### src/rtl/bf_pkg.sv
// Shared sizing, the array types handed to index_perceptron_BF, and the
// saturating position increment.
package bf_pkg;

   localparam int unsigned DEPTH  = 48;
   localparam int unsigned ADDR_W = 16;
   localparam int unsigned POS_W  = 6;
   localparam int unsigned IDX_W  = $clog2(DEPTH + 1);

   localparam logic [POS_W-1:0] POS_MAX = '1;

   typedef logic [ADDR_W:1][DEPTH:1] Branch;
   typedef logic [POS_W:1][DEPTH:1]  Pos;

   typedef logic [DEPTH:1][ADDR_W-1:0] addr_arr_t;
   typedef logic [DEPTH:1][POS_W-1:0]  pos_arr_t;

   function automatic logic [POS_W-1:0] pos_sat_inc(input logic [POS_W-1:0] p);
      return (p == POS_MAX) ? p : p + POS_W'(1);
   endfunction

endpackage

### src/rtl/bf_match_finder.sv
// Combinational search of the valid stack entries for a resolved PC;
// reports the lowest matching entry index.
module bf_match_finder
   import bf_pkg::*;
(
   input  logic [ADDR_W-1:0] pc_i,
   input  addr_arr_t         addr_i,
   input  logic [POS_W-1:0]  count_i,
   output logic              hit_c_o,
   output logic [IDX_W-1:0]  idx_c_o
);

   // Walk from the deepest entry upward so the lowest index is the last writer.
   always_comb begin
      hit_c_o = 1'b0;
      idx_c_o = '0;
      for (int unsigned m = DEPTH; m >= 1; m--) begin
         if ((m <= 32'(count_i)) && (addr_i[m] == pc_i)) begin
            hit_c_o = 1'b1;
            idx_c_o = IDX_W'(m);
         end
      end
   end

endmodule

### src/rtl/bf_recency_stack.sv
// Bias-free predictor recency stack: up to DEPTH unique non-biased branches,
// most recent at entry 1, each with last outcome and global-history position.
module bf_recency_stack
   import bf_pkg::*;
(
   input  logic               clk,
   input  logic               rst_n,
   input  logic               flush,
   input  logic               upd_valid,
   input  logic [ADDR_W-1:0]  upd_pc,
   input  logic               upd_taken,
   input  logic               upd_biased,
   output Branch              Branch_address_iterative,
   output Pos                 Pos_iterative,
   output logic [DEPTH:1]     Folded_hist_iterative,
   output logic [POS_W-1:0]   valid_count
);

   addr_arr_t        addr_q, addr_d;
   pos_arr_t         pos_q, pos_d;
   logic [DEPTH:1]   hist_q, hist_d;
   logic [POS_W-1:0] cnt_q, cnt_d;

   logic             hit;
   logic [IDX_W-1:0] hit_idx;

   bf_match_finder u_match (
      .pc_i    (upd_pc),
      .addr_i  (addr_q),
      .count_i (cnt_q),
      .hit_c_o (hit),
      .idx_c_o (hit_idx)
   );

   always_comb begin
      addr_d = addr_q;
      pos_d  = pos_q;
      hist_d = hist_q;
      cnt_d  = cnt_q;
      if (flush) begin
         addr_d = '0;
         pos_d  = '0;
         hist_d = '0;
         cnt_d  = '0;
      end else if (upd_valid && upd_biased) begin
         for (int unsigned m = 1; m <= DEPTH; m++) begin
            if (m <= 32'(cnt_q)) pos_d[m] = pos_sat_inc(pos_q[m]);
         end
      end else if (upd_valid) begin
         // On a hit only entries above the hit slot shift; on a miss all do.
         for (int unsigned m = 2; m <= DEPTH; m++) begin
            if (!hit || (m <= 32'(hit_idx))) begin
               addr_d[m] = addr_q[m-1];
               hist_d[m] = hist_q[m-1];
               pos_d[m]  = ((m - 1) <= 32'(cnt_q)) ? pos_sat_inc(pos_q[m-1]) : '0;
            end else if (m <= 32'(cnt_q)) begin
               pos_d[m] = pos_sat_inc(pos_q[m]);
            end
         end
         addr_d[1] = upd_pc;
         hist_d[1] = upd_taken;
         pos_d[1]  = POS_W'(1);
         if (!hit && (cnt_q != POS_W'(DEPTH))) cnt_d = cnt_q + POS_W'(1);
      end
   end

   always_ff @(posedge clk or negedge rst_n) begin
      if (!rst_n) begin
         addr_q <= '0;
         pos_q  <= '0;
         hist_q <= '0;
         cnt_q  <= '0;
      end else begin
         addr_q <= addr_d;
         pos_q  <= pos_d;
         hist_q <= hist_d;
         cnt_q  <= cnt_d;
      end
   end

   // Re-lay the per-entry registers into the bit-major arrays the consumer expects.
   always_comb begin
      Branch_address_iterative = '0;
      Pos_iterative            = '0;
      for (int unsigned m = 1; m <= DEPTH; m++) begin
         for (int unsigned b = 1; b <= ADDR_W; b++) Branch_address_iterative[b][m] = addr_q[m][b-1];
         for (int unsigned b = 1; b <= POS_W; b++)  Pos_iterative[b][m]            = pos_q[m][b-1];
      end
   end

   assign Folded_hist_iterative = hist_q;
   assign valid_count           = cnt_q;

endmodule

### config.mk
export PLATFORM = sky130hd
export DESIGN_NAME = bf_recency_stack
export DESIGN_NICKNAME = d
export VERILOG_FILES = /design/src/rtl/bf_pkg.sv /design/src/rtl/bf_match_finder.sv /design/src/rtl/bf_recency_stack.sv
export SDC_FILE = /design/constraint.sdc
export NUM_CORES = 2
export LEC_CHECK = 0
export CAP_MARGIN = 10
export CORE_ASPECT_RATIO = 0.7
export CORE_MARGIN = 3
export CORE_UTILIZATION = 41
export DETAILED_ROUTE_END_ITERATION = 8
export GPL_TIMING_DRIVEN = 0
export PLACE_DENSITY = 0.66
export SLEW_MARGIN = 15
export SYNTH_ARGS = -nofsm -noshare
export SYNTH_HDL_FRONTEND = slang
export SYNTH_SLANG_ARGS = --single-unit
### constraint.sdc
create_clock -name clk -period 4.3 [get_ports clk]
set_clock_uncertainty 0.1 [all_clocks]
set_input_delay 0.43 -clock clk [delete_from_list [all_inputs] [get_ports clk]]
set_output_delay 0.43 -clock clk [all_outputs]
set_load 0.005 [all_outputs]
==> metrics.cfg <==
[yosys]
synthTopCellsByArea=dfrtp_1 (39%), mux2i_1 (9.4%), xor2_1 (6.1%)
netlist_instances=7835
seq_area_frac_synth_pct=39.4
synth.cell_area_sq_um=70500
synth_edf_count=0
async_flop_share_pct=100
yosys_warnings=0
yosys_register_bits=1110
synthDistinctLibCells=122
ys.flop_type=dfrtp_1
synth_area_per_cell_sq_um=9.00
synth_top_area_share_pct=39.4
syn-num-nets=7909
synth.largest_area_cell=dfrtp_1

[clock_tree]
clk_pin_slew_ps=60
cts.path.max_buffers=3
cts.sinks=1110
clock_latency_ps=840
cts_made_buffers=119
cts_root_buffer=clkbuf_16
h-tree-depth=3
cts_tree=done

[worst_setup_path]
cp.required_ps=4910
rr_endpoint=Branch_address_iterative[376]
cpPeakStageDelay_ps=530
crit_chain=buf_6, clkinv_4, ha_4, or2_4, buf_12, a21o_4, nand4b_1, nor4_4, or4_4, buf_8, nand4b_4, buf_12, nor4_4, and2_4, nor4b_4, buf_6, o21ai_2, buf_6, clkbuf_16, mux2i_1, nor2_1
slowest_stage=or4_4
cp_max_fo=6
rr_worst_depth=21
arrival_ps=5470
r2r_slack_ps=-560
timing.rr.start=valid_count[0]
crit_path_end_kind=flop
worstSetupStartpointType=flop
cp_common_cell=buf_6
crit_type=flop to flop

[global_route]
grt_max_degree=149
grt_pass1_vias=72100
grt_remaining_overflow=0
grt_pass1_wl_um=615000
grt.total_usage_pct=49.8
antenna_found_initial=24

[floorplanning]
die_width_um=502
io_pins=1132
die_h_um=353
start_util_pct=41.6
coreArea_sq_um=170000
rows=126
die-area_sq_um=177000

[timing]
finalSetupViolations=966
worstMarginPinSlew_ps=1660
fin_crit_sh_pct=113
slew_violations=22
tns_ps=-313170
fmax_mhz=206
grt_setup_unrepaired=true
worst_slack_ps=-562
period_needed_ps=4860
relSlewSlack_pct=-10.7
finalHoldViolations=0

[place]
place_inst=11200
io_buffer_count=1113
placed_area_sq_um=85300
hpwl_um=352000
place.gp.congestion=1.09

[route]
vias=79900
drt-vias-per-instance=6.74
ant_nets=0
drt-wirelength-per-cell_um=39.4
drt-total-wl_um=467000
drc=17
drt_iter0_drc=13800
first_pass_iters=9

[pwr]
combinationalPowerShare_pct=14.8
switching_share_pct=30.1
p_leak_nw=42.2
seqPwrFrac_pct=40.3
p_clk_share_pct=44.9
ir_drop_mv=0.309
power.switching_mw=8.02
p_int_mw=18.6
power.density_nw_per_um2=269

[run_status]
outcome=complete, but fails checks
violations=DRC, capacitance limit, slew limit, setup timing

[cells_and_area]
final_common_cell=clkdlybuf4s50_1
fin_area_sq_um=98700
fin_cells=11800
fillers=14700
final_nets=9567
drive_above_1_share_pct=16.1
area_growth_pct=39.9
layout_common_cells=clkdlybuf4s50_1 (1112), dfrtp_1 (1105), nor2_1 (883), nand2_1 (822), mux2i_1 (648)

[run]
cap_violations=2

[hold_path]
holdCritPathClass=input port to asynchronous set/reset pin

power by group through the flow:
stage	clock network, mW	logic, mW	registers [mW]
6_report	11.9	3.93	10.7
5_1_grt	12.2	3.95	10.7
4_1_cts	11.8	3.43	10.7
3_5_place_dp	0	3.17	10.9
3_3_place_gp	0	3.07	11.0
2_1_floorplan	0	1.50	10.8
cells in the mapped netlist (24+ instances only):
library cell	number
buf_6	38
mux2_2	45
a311oi_1	61
inv_1	39
nand2_1	850
a31oi_1	93
nor3_1	151
o31ai_1	33
nand2b_1	39
nor2_1	920
nor4_1	205
a21oi_1	403
a211oi_1	79
nand3_1	246
ha_1	52
or2_2	25
clkbuf_1	293
o21ai_0	384
or4_1	24
buf_2	98
nand4_1	139
xor2_1	492
and3_1	98
or3_1	39
xnor2_1	377
and2_1	49
buf_4	81
mux2i_1	660
a221o_1	77
o211ai_1	36
dfrtp_1	1110
nor2b_1	41
a22oi_1	52
o2111ai_1	26
cells by family (layout without fill, tap and decap cells):
group                    Yosys count  count (layout)  share of synthesized area (%)
buffers and inverters            564            2321                           4.03
AND/OR/NAND/NOR                 3006            3009                           20.5
AO/OA/AOI/OAI                   1528            1528                           14.3
flip-flops                      1110            1110                           39.4
multiplexers                     706             706                           10.1
adder cells (fa/ha/maj)           52              52                          0.922
other                              0              13                              0
XOR/XNOR                         869             869                           10.8
state kept, by name, indices dropped and copies added, names as in the netlist:
| signal | count |
|---|---|
| Branch_address_iterative | 768 |
| Folded_hist_iterative | 48 |
| Pos_iterative | 288 |
| valid_count | 6 |
worst max-delay path by stage:
stage | end | startpoint
after global placement | Branch_address_iterative[327] | rst_n
after global routing | Branch_address_iterative[376] | valid_count[0]
after detailed placement | Branch_address_iterative[407] | upd_pc[4]
final | Branch_address_iterative[376] | valid_count[0]
after CTS | Branch_address_iterative[180] | valid_count[2]
after floorplan | Pos_iterative[88] | valid_count[0]
critical path: cells and delay by family, from the launching register on:
kind                     cells  cell delay [ps]
AND/OR/NAND/NOR              9             2150
buffers and inverters        8             1370
flip-flops                   1              430
AO/OA/AOI/OAI                2              310
multiplexers                 1              190
adder cells (fa/ha/maj)      1              170
final cells by class:
type                            count  area, sq um  share of cell area (%)
Sequential cell                  1110        27800                    28.2
Tap cell                         2240         2800                    2.84
Clock buffer                      170         3420                    3.47
Clock inverter                     53          951                   0.963
Buffer                            508         3960                    4.01
Timing Repair Buffer             1550        16100                    16.3
Inverter                           40          155                   0.157
Antenna cell                       13         32.5                  0.0330
Multi-Input combinational cell   6164        43500                    44.1
layer usage:
layer / track usage, % / wire [um] / vias up
met5: 0 / 435 / -
li1: - / - / 31500
met3: 22.4 / 76700 / 1772
met2: 66.8 / 179000 / 7182
met1: 63.9 / 169000 / 39400
met4: 32.9 / 41600 / 12
stage by stage:
| stage | setup slack (ps) | util (%) | hold WS (ps) | total power [mW] |
|---|---|---|---|---|
| 3_3_place_gp | -49830 | 49.8 | 414 | 14.0 |
| 4_1_cts | -264 | 55.8 | 78.3 | 25.9 |
| 5_1_grt | -537 | 58.1 | 125 | 26.9 |
| 6_report | -562 | 58.1 | 47.4 | 26.6 |
| 3_5_place_dp | -3440 | 50.2 | 272 | 14.1 |
| 2_1_floorplan | 23.2 | - | 34.4 | 12.3 |
repair_timing:
action | in CTS | in global routing
endpoints found under the setup margin | 1080 | 969
resized for setup | 689 | 539
endpoints found under the hold margin | 195 | 0
cloned | 11 | 31
pin swaps | 125 | 156
hold buffers | 1 | 0
buffers inserted | 199 | 173
No activity file was read; power rests on OpenSTA's default activity.
